[src/rtl/cube_move_seq.sv]
// cube_move_seq: opcode FIFO and sequencer that drives the 2x2 cube ALU one move per cycle,
// then CHECKs against target. Optional macro CUBE_EARLY_EXIT_EN stops as soon as a result equals target.
module cube_move_seq #(
   parameter int DEPTH = 8,
   parameter int CNT_W = 8
) (
   input  logic             clk,
   input  logic             rst_n,
   input  logic             load_valid,
   input  logic [23:0]      load_state,
   input  logic [23:0]      target,
   input  logic             mv_valid,
   input  logic [3:0]       mv_op,
   output logic             mv_ready,
   input  logic             start,
   output logic [3:0]       alu_op,
   output logic [23:0]      alu_ina,
   output logic [23:0]      alu_inb,
   input  logic [23:0]      alu_out,
   input  logic             alu_zf,
   output logic [23:0]      state,
   output logic [CNT_W-1:0] move_cnt,
   output logic             busy,
   output logic             done,
   output logic             match,
   output logic             err
);

   // state   | meaning
   // S_IDLE  | ALU in STORE; accepts load and start
   // S_RUN   | one queued move per cycle, result written back to state
   // S_CHECK | ALU compares state with target, match captured
   // S_DONE  | one-cycle done pulse
   typedef enum logic [1:0] {S_IDLE, S_RUN, S_CHECK, S_DONE} fsm_t;

   localparam int AW = $clog2(DEPTH);

   localparam logic [3:0] OP_STORE = 4'h9;
   localparam logic [3:0] OP_CHECK = 4'h7;

   fsm_t fsm, fsm_nxt;

   logic [3:0]  mem [DEPTH];
   logic [AW:0] wr_ptr, rd_ptr, wr_ptr_nxt;
   logic        empty, full, legal_op, push, push_ok, pop, early_hit;
   logic        load_ok;
   logic [3:0]  head;

   assign empty    = (wr_ptr == rd_ptr);
   assign full     = (wr_ptr[AW] != rd_ptr[AW]) && (wr_ptr[AW-1:0] == rd_ptr[AW-1:0]);
   assign mv_ready = !full;
   assign head     = mem[rd_ptr[AW-1:0]];

   always_comb begin
      legal_op = 1'b0;
      case (mv_op)
         4'hb, 4'hc, 4'hd, 4'he, 4'hf, 4'h5, 4'h4, 4'h3: legal_op = 1'b1;
         default:                                         legal_op = 1'b0;
      endcase
   end

   assign push       = mv_valid & mv_ready;
   assign push_ok    = push & legal_op;
   assign pop        = (fsm == S_RUN) && !empty;
   assign load_ok    = (fsm == S_IDLE) && load_valid;
   assign wr_ptr_nxt = wr_ptr + (AW+1)'(push_ok);

`ifdef CUBE_EARLY_EXIT_EN
   assign early_hit = pop && (alu_out == target);
`else
   assign early_hit = 1'b0;
`endif

   // Contents need no reset: pointers alone define occupancy.
   always_ff @(posedge clk) begin
      if (push_ok) mem[wr_ptr[AW-1:0]] <= mv_op;
   end

   // An early-exit flush also discards a move pushed in the same cycle.
   always_ff @(posedge clk or negedge rst_n) begin
      if (!rst_n) begin
         wr_ptr <= '0;
         rd_ptr <= '0;
      end else begin
         wr_ptr <= wr_ptr_nxt;
         if (early_hit) rd_ptr <= wr_ptr_nxt;
         else           rd_ptr <= rd_ptr + (AW+1)'(pop);
      end
   end

   always_ff @(posedge clk or negedge rst_n) begin
      if (!rst_n) fsm <= S_IDLE;
      else        fsm <= fsm_nxt;
   end

   always_comb begin
      fsm_nxt = fsm;
      case (fsm)
         S_IDLE:  if (start) fsm_nxt = S_RUN;
         S_RUN: begin
            if (empty)          fsm_nxt = S_CHECK;
            else if (early_hit) fsm_nxt = S_DONE;
         end
         S_CHECK: fsm_nxt = S_DONE;
         S_DONE:  fsm_nxt = S_IDLE;
         default: fsm_nxt = S_IDLE;
      endcase
   end

   always_comb begin
      alu_op = OP_STORE;
      busy   = 1'b0;
      done   = 1'b0;
      case (fsm)
         S_RUN: begin
            busy = 1'b1;
            if (!empty) alu_op = head;
         end
         S_CHECK: begin
            busy   = 1'b1;
            alu_op = OP_CHECK;
         end
         S_DONE:  done = 1'b1;
         default: ;
      endcase
   end

   assign alu_ina = state;
   assign alu_inb = target;

   always_ff @(posedge clk or negedge rst_n) begin
      if (!rst_n) begin
         state    <= '0;
         move_cnt <= '0;
      end else if (load_ok) begin
         state    <= load_state;
         move_cnt <= '0;
      end else if (pop) begin
         state <= alu_out;
         if (move_cnt != {CNT_W{1'b1}}) move_cnt <= move_cnt + CNT_W'(1);
      end
   end

   always_ff @(posedge clk or negedge rst_n) begin
      if (!rst_n)                               match <= 1'b0;
      else if (load_ok)                         match <= 1'b0;
      else if ((fsm == S_IDLE) && start)        match <= 1'b0;
      else if (fsm == S_CHECK)                  match <= alu_zf;
      else if (early_hit)                       match <= 1'b1;
   end

   // A rejected opcode in the same cycle as a load still flags.
   always_ff @(posedge clk or negedge rst_n) begin
      if (!rst_n)                  err <= 1'b0;
      else if (push && !legal_op)  err <= 1'b1;
      else if (load_ok)            err <= 1'b0;
   end

endmodule

[config.mk]
export PLATFORM = sky130hd
export DESIGN_NAME = cube_move_seq
export DESIGN_NICKNAME = d
export VERILOG_FILES = /design/src/rtl/cube_move_seq.sv
export SDC_FILE = /design/constraint.sdc
export NUM_CORES = 1
export LEC_CHECK = 0
export BUFFER_PORTS_ARGS = -buffer_cell sky130_fd_sc_hd__buf_2
export CAP_MARGIN = 5
export CORE_MARGIN = 2
export CORE_UTILIZATION = 45
export DETAILED_ROUTE_END_ITERATION = 8
export GPL_TIMING_DRIVEN = 0
export HOLD_SLACK_MARGIN = 0.1
export PLACE_DENSITY = 0.77
export RECOVER_POWER = 100
export SKIP_CTS_REPAIR_TIMING = 1
export SLEW_MARGIN = 20
export SYNTH_ARGS = -nofsm -noshare
export SYNTH_HDL_FRONTEND = slang
export SYNTH_SLANG_ARGS = --single-unit
[constraint.sdc]
create_clock -name clk -period 2.6 [get_ports clk]
set_input_delay 0.78 -clock clk [delete_from_list [all_inputs] [get_ports clk]]
set_output_delay 0.78 -clock clk [all_outputs]
set_load 0.01 [all_outputs]
==> qor.csv, run 1 <==
metric,value,unit
core_area,8590,um^2
ir_drop,0.619,mV
grt_pass1_vias,3120,
grt_pass1_wl,15800,um
period_needed,2.91,ns
drtAntennaViolNets,0,
via_count,3225,
avgSynthCellArea,11.3,um^2
start_util,45.9,%
synth_area_leader_cell,dfrtp_1,
antenna_found_initial,0,
min_period_over_period,112,%
layout_common_cells,"86 x clkbuf_1, 66 x buf_2, 57 x buf_4, 53 x nand2_1, 44 x dfrtp_1",
crit_path_end_kind,output pin,
cellInternalPower,3730,uW
required,1.82,ns
synthFlopType,dfrtp_1,
die_w,97.6,um
yosys-top-cells-area,"dfrtp_1 28%, edfxtp_1 24%, buf_4 9.5%, nand2_1 5.0%, a31oi_1 4.0%",
hold_slack,0.533,ns
synth_warnings,0,
dp_slack,-0.316,ns
ys_seq_area_share,52.3,%
cts.htree.levels,3,
synth-edff-count,32,
syn_to_final_growth,29.6,%
root_buffer,clkbuf_8,
fin_cells,634,
cts_buffers,9,
final_common_cell,clkbuf_1,
worstMarginPinSlew,1.15,ns
cp_cell_sequence,buf_12 > buf_4 > mux4_2 > mux2i_1 > nor2_2 > o21a_1 > buf_2,
maxCapViolCount,0,
via_per_inst,5.09,
dieArea,9520,um^2
wirelength,10400,um
power_per_cell_area,1220,nW/um^2
place_congestion,0.875,
pwr-share-seq,30.9,%
boundaryPins,171,
synth_fp_nets,442,
skew,0.0155,ns
cp_slowest_stage_delay,0.48,ns
grt_util_all_layers,20.9,%
synth_top_area_share,27.9,%
numClockSinks,76,
switchingPower,2480,uW
insertion_delay,0.35,ns
async_reset_ff_share,57.9,%
worstSetupStartpointType,register,
dpl.cell_count,604,
criticalPathCategory,register to output pin,
nNetsFinal,613,
p_leak,0.00226,uW
drc,0,
synth.distinct_cells,50,
finalMaxSlewViolations,0,
port_buffers,146,
cp.arrival,2.13,ns
crit_slowest_cell,mux4_2,
fmax,0.344,GHz
die_h,97.6,um
wire_per_inst,16.4,um
fin_util,59.4,%
crit_path_max_fanout,8,
slew_headroom,23.5,%
hold_violations,0,
synth-seq-cells,76,
antenna_cells,0,
clockBufferDepth,2,
violations,setup timing,
swShare,40.0,%
power_frac_comb,53.2,%
dp_hpwl,7750,um
drive_gt1_share,33.8,%
first_iter_violations,170,
row_count,34,
finalSetupViolCount,8,
cts.clk_slew.worst_paths,0.08,ns
syn_area,3940,um^2
grt_max_degree,45,
syn_inst,350,
dr.pass1.iters,4,
hold_class,register to register,
grt_remaining_overflow,0,
status,"finished, violations left",
cts_tree,done,
p_clk_share,15.8,%
timing.final.ws_setup,-0.310,ns
rsz0062_at_grt,yes,
timing.critical_path.buf_inv,3,
cp_top_family,multiplexers,
power by group through the flow:
stage	sequential (uW)	clock, uW	combinational, uW
floorplan	1980	0	1940
global placement	1910	0	2980
detailed placement	1930	0	3060
CTS	1910	1000	3070
global route	1960	1060	3580
finish	1920	984	3300
registers in the layout (all words and copies together) (netlist names):
| signal | count |
|---|---|
| alu_ina | 24 |
| rd_ptr | 4 |
| fsm | 2 |
| err | 1 |
| wr_ptr | 4 |
| mem | 32 |
| move_cnt | 8 |
| match | 1 |
cell families (layout without fill, tap and decap cells):
group | count (synthesis) | after routing | share of synthesized area [%]
adders and majority gates | 10 | 10 | 3.18
xor gates and xnor gates | 9 | 9 | 2.67
AOI/OAI and AO/OA | 47 | 47 | 7.97
and+or+nand+nor | 119 | 119 | 13.9
buffers and inverters | 74 | 250 | 13.0
DFF | 76 | 76 | 52.3
muxes | 15 | 15 | 6.99
metal layers:
metal / global-route usage, % / routed length [um]
met5: 0 / 0
met4: 6.30 / 147
met3: 4.89 / 586
met2: 35.4 / 5320
met1: 26.9 / 4320
layout make-up:
type | count | area [um^2]
Buffer | 65 | 484
Clock buffer | 9 | 124
Clock inverter | 7 | 91.3
Fill cell | 743 | 3490
Inverter | 7 | 40.0
Multi-Input combinational cell | 200 | 1410
Sequential cell | 76 | 2060
Tap cell | 108 | 135
Timing Repair Buffer | 162 | 762
worst register-to-register path: stages, from the launching register on:
cell and delay [ns]:
dfrtp_1 0.40, buf_6 0.14, xor2_2 0.26, or4_4 0.22, nand3_2 0.18, nor4b_1 0.88
cells in the mapped netlist (4+ instances only):
cell type  instances
nand2_1           53
buf_4             50
dfrtp_1           44
edfxtp_1          32
nor2_1            32
a31oi_1           25
ha_1              10
clkbuf_1           9
nand3_1            8
a21oi_1            6
buf_6              6
inv_1              5
mux2i_1            5
mux4_1             5
and3_1             4
nor4_1             4
xor2_1             4
worst paths after layout:
path                           start  depth (start not counted)          to  slack, ns
max                        rd_ptr[1]                          7   alu_op[2]      -0.31
min                            match                          2       match       0.53
min reg2reg                    match                          2       match       0.53
min in group asynchronous      rst_n                          1         err       0.64
max reg2reg                wr_ptr[0]                          5   mem[1][1]       0.15
max in group asynchronous      rst_n                          1  alu_ina[1]       1.25
stage by stage:
stage | setup TNS (ns) | cell area (um^2) | total power (uW)
after detailed placement | -3.90 | 4810 | 4990
after global placement | -2.42 | 4810 | 4880
after floorplan | 0 | 3940 | 3920
after CTS | -2.05 | 5020 | 5980
after global routing | -2.59 | 5100 | 6600
final | -1.37 | 5100 | 6210
(Power assumes the default switching activity.)
==> run 2, diff against run 1 <==
--- a/config.mk
+++ b/config.mk
@@ -8,11 +8,11 @@
 export BUFFER_PORTS_ARGS = -buffer_cell sky130_fd_sc_hd__buf_2
 export CAP_MARGIN = 5
 export CORE_MARGIN = 2
-export CORE_UTILIZATION = 45
+export CORE_UTILIZATION = 40
 export DETAILED_ROUTE_END_ITERATION = 8
 export GPL_TIMING_DRIVEN = 0
 export HOLD_SLACK_MARGIN = 0.1
-export PLACE_DENSITY = 0.77
+export PLACE_DENSITY = 0.7
 export RECOVER_POWER = 100
 export SKIP_CTS_REPAIR_TIMING = 1
 export SLEW_MARGIN = 20
==> constraint.sdc (replaced) <==
create_clock -name clk -period 3.2 [get_ports clk]
set_input_delay 0.96 -clock clk [delete_from_list [all_inputs] [get_ports clk]]
set_output_delay 0.96 -clock clk [all_outputs]
set_load 0.01 [all_outputs]
==> run 2 against run 1 <==
Compared with the run above: the run now ends clean; sequential share of layout area up 0.21 points; clock-buffer cell count is the same; largest power group unchanged; combinational power down 25%; critical path type unchanged; critical endpoint is now alu_op[0]; flip-flop and latch count unchanged; clock skew decreased by 0.0053 ns; worst hold slack got worse by 0.032 ns.
==> qor.csv, run 2 (synthesized netlist as in run 1, its figures left out) <==
metric,value,unit
nNetsFinal,600,
finalSetupViolCount,0,
min_period_over_period,96.2,%
dp_hpwl,7420,um
cts.htree.levels,3,
cts_tree,done,
via_per_inst,4.72,
timing.final.ws_setup,0.122,ns
grt_pass1_wl,13900,um
rsz0062_at_grt,yes,
cts.clk_slew.worst_paths,0.09,ns
syn_to_final_growth,28.9,%
insertion_delay,0.35,ns
boundaryPins,171,
ir_drop,0.470,mV
place_congestion,0.794,
wirelength,9590,um
finalSetupTns,0,ns
start_util,40.7,%
wire_per_inst,14.8,um
crit_path_end_kind,output pin,
antenna_cells,0,
power_per_cell_area,951,nW/um^2
dr.pass1.iters,4,
drtAntennaViolNets,0,
status,completed,
skew,0.0102,ns
dp_slack,0.137,ns
worstMarginPinSlew,1.17,ns
via_count,3052,
slew_headroom,21.7,%
final_common_cell,buf_2,
grt_max_degree,45,
required,2.24,ns
hold_violations,0,
port_buffers,146,
met2_usage,30.5,%
die_w,103,um
numClockSinks,76,
dieArea,10700,um^2
grt_util_all_layers,17.2,%
clockBufferDepth,2,
cp.arrival,2.12,ns
first_iter_violations,132,
worstSetupStartpointType,register,
maxCapViolCount,0,
core_area,9680,um^2
crit_path_max_fanout,10,
grt_remaining_overflow,0,
period_needed,3.08,ns
layout_common_cells,"140 x buf_2, 53 x buf_4, 53 x nand2_1, 44 x dfrtp_1",
row_count,36,
finalMaxSlewViolations,0,
drc,0,
grt_pass1_vias,2791,
cts_buffers,9,
met1_usage,20.8,%
criticalPathCategory,register to output pin,
grt.met3_usage,4.64,%
drive_gt1_share,45.2,%
placed_area,4840,um^2
layout.cell_area.non_filler,5080,um^2
die_h,103,um
hold_class,register to register,
fmax,0.325,GHz
busiest_layer,met2,
p_leak,0.00240,uW
fill_cells,848,
antenna_found_initial,0,
largest_reg_flops,32,
root_buffer,clkbuf_8,
-- run 2: area by class of cell --
class | instances | area, um^2 | share of cell area, %
buffer | 65 | 480 | 9.46
clock buffer | 9 | 124 | 2.44
multi-input combinational | 200 | 1380 | 27.2
timing repair buffer | 149 | 746 | 14.7
clock inverter | 7 | 90.1 | 1.77
tap | 133 | 166 | 3.28
inverter | 7 | 26.3 | 0.517
sequential | 76 | 2060 | 40.6
-- run 2: path summary, 6_finish.rpt --
path | from | cells after the start | to | slack [ns]
min reg2reg | err | 2 | err | 0.50
max | rd_ptr[1] | 6 | alu_op[0] | 0.12
max reg2reg | wr_ptr[0] | 5 | mem[2][0] | 0.81
max in group asynchronous | rst_n | 1 | rd_ptr[3] | 1.65
min | err | 2 | err | 0.50
min in group asynchronous | rst_n | 1 | err | 0.82
-- run 2: critical path, stage by stage (launching register included) --
cell	delay, ns
dfrtp_1	0.41
buf_12	0.17
mux4_1	0.54
mux2_2	0.28
o21ai_2	0.14
nand3b_1	0.09
buf_2	0.14
-- run 2: layer usage --
metal  routed length, um  vias to the layer above
met3                 597                        9
li1                    -                     1510
met4                  87                        0
met1                4060                     1429
met2                4850                      104
met5                   0                        -
-- run 2: power breakdown --
group          total, uW  leakage, uW  switching, uW  internal (uW)
sequential          1550     0.000820            230           1320
clock                790     0.000110            407            382
combinational       2490      0.00147           1310           1180
total               4830      0.00240           1940           2880
-- run 2: through the flow --
stage | cells | total power [uW] | hold slack (ns) | util [%]
final | 646 | 4830 | 0.501 | 52.4
after floorplan | 350 | 3190 | 0.480 | -
after CTS | 645 | 4810 | 0.497 | 52.2
after global placement | 629 | 3970 | 0.469 | 49.9
after detailed placement | 629 | 4030 | 0.475 | 49.9
after global routing | 646 | 5200 | 0.534 | 52.4
==> run 3, diff against run 2 <==
--- a/config.mk
+++ b/config.mk
@@ -13,7 +13,6 @@
 export GPL_TIMING_DRIVEN = 0
 export HOLD_SLACK_MARGIN = 0.1
 export PLACE_DENSITY = 0.7
-export RECOVER_POWER = 100
 export SKIP_CTS_REPAIR_TIMING = 1
 export SLEW_MARGIN = 20
 export SYNTH_ARGS = -nofsm -noshare
==> run 3 against run 2 <==
Compared with the run above: combinational power hardly changed; clock-buffer cell count stayed put; non-clock buffer count stayed put; register-to-register slack hardly changed; worst setup slack hardly changed; flip-flop and latch count stayed put; sequential power hardly changed; die area stayed put; clock skew hardly changed; final cell count stayed put; power is 0.11% higher; global-route usage stayed put.
==> qor.csv, run 3 (synthesized netlist as in run 1, its figures left out) <==
metric,value,unit
status,completed,
skew,0.0100,ns
place_congestion,0.794,
worstSetupStartpointType,register,
fmax,0.325,GHz
required,2.24,ns
timing.critical_path.buf_inv,2,
wire_per_inst,14.8,um
drive_gt1_share,46.4,%
p_leak,0.00242,uW
min_period_over_period,96.2,%
grt_pass1_vias,2791,
worstMarginPinSlew,0.999,ns
crit_slowest_cell,mux4_1,
finalMaxSlewViolations,0,
cp.arrival,2.12,ns
insertion_delay,0.35,ns
hold_class,register to register,
first_iter_violations,132,
finalSetupViolCount,0,
swShare,40.2,%
port_buffers,146,
grt_remaining_overflow,0,
cts_buffers,9,
nNetsFinal,600,
antenna_found_initial,0,
numClockSinks,76,
die_h,103,um
period_needed,3.08,ns
row_count,36,
cts_tree,done,
dp_hpwl,7420,um
via_count,3061,
drtAntennaViolNets,0,
root_buffer,clkbuf_8,
boundaryPins,171,
largest_reg_flops,32,
grt_max_degree,45,
layout.cell_area.non_filler,5090,um^2
p_total,4830,uW
pwr-share-seq,32.1,%
clockBufferDepth,2,
grt_util_all_layers,17.2,%
cts.clk_slew.worst_paths,0.09,ns
dr.pass1.iters,4,
via_per_inst,4.74,
start_util,40.7,%
power_per_cell_area,950,nW/um^2
cp_top_family,multiplexers,
syn_to_final_growth,29.2,%
finalSetupTns,0,ns
fill_cells,847,
multi_input_area,1380,um^2
core_area,9680,um^2
dieArea,10700,um^2
cp_cell_sequence,buf_12 > mux4_1 > mux2_2 > o21ai_2 > nand3b_1 > buf_2,
grt_pass1_wl,13900,um
power_frac_comb,51.6,%
layout_common_cells,"146 x buf_2, 54 x buf_4, 53 x nand2_1, 44 x dfrtp_1",
cellInternalPower,2890,uW
p_clk_share,16.4,%
antenna_cells,0,
rsz0062_at_grt,yes,
drc,0,
final_common_cell,buf_2,
cts.htree.levels,3,
fin_cells,646,
dpl.cell_count,629,
maxCapViolCount,0,
ir_drop,0.471,mV
criticalPathCategory,register to output pin,
die_w,103,um
cp_slowest_stage_delay,0.54,ns
placed_area,4840,um^2
crit_path_end_kind,output pin,
switchingPower,1950,uW
crit_path_max_fanout,10,
seqCellArea,2060,um^2
wirelength,9590,um
hold_violations,0,
slew_headroom,32.5,%
==> run 3: changes by cell type in the layout (fill, tap and decap cells not counted), sizes merged <==
cell and delta:
buf +7, clkbuf -7
==> run 3: cell type report <==
| class | count | share of cell area, % |
|---|---|---|
| Tap cell | 133 | 3.27 |
| Clock inverter | 7 | 1.77 |
| Sequential cell | 76 | 40.5 |
| Multi-Input combinational cell | 200 | 27.2 |
| Buffer | 65 | 9.44 |
| Timing Repair Buffer | 149 | 14.9 |
| Clock buffer | 9 | 2.43 |
| Inverter | 7 | 0.516 |
==> run 3: power by group through the flow <==
stage | clock (uW) | sequential [uW] | combinational (uW)
6_report | 791 | 1550 | 2490
5_1_grt | 849 | 1590 | 2770
4_1_cts | 798 | 1550 | 2470
3_5_place_dp | 0 | 1570 | 2460
3_3_place_gp | 0 | 1550 | 2420
2_1_floorplan | 0 | 1610 | 1580
==> run 3: tightest hold or removal path, stage by stage, from the launching register on <==
cell and delay, ns:
dfrtp_1 0.35, nand2_1 0.05, o21ai_0 0.06
==> run 3: routing by layer <==
layer | GRT usage, % | part of all wire, % | vias up
met1 | 20.8 | 42 | 1433
met2 | 30.5 | 50 | 106
li1 | - | - | 1511
met3 | 4.64 | 6.6 | 11
met5 | 0 | 0 | -
met4 | 4.35 | 1.2 | 0
==> run 3: worst paths after layout <==
path	startpoint	cells after the start	to	slack, ns
worst max-delay path	rd_ptr[1]	6	alu_op[0]	0.12
worst min-delay path	err	2	err	0.50
worst max register to register	wr_ptr[0]	5	mem[2][0]	0.81
worst min register to register	err	2	err	0.50
max in group asynchronous	rst_n	1	rd_ptr[3]	2.18
min in group asynchronous	rst_n	1	err	0.60
==> run 3: stage by stage <==
stage	setup slack, ns	utilization (%)	hold slack (ns)
after floorplan	0.605	-	0.480
after global placement	0.251	49.9	0.469
after detailed placement	0.137	49.9	0.475
after CTS	-0.174	52.2	0.497
after global routing	-0.0252	52.5	0.532
final	0.122	52.5	0.499
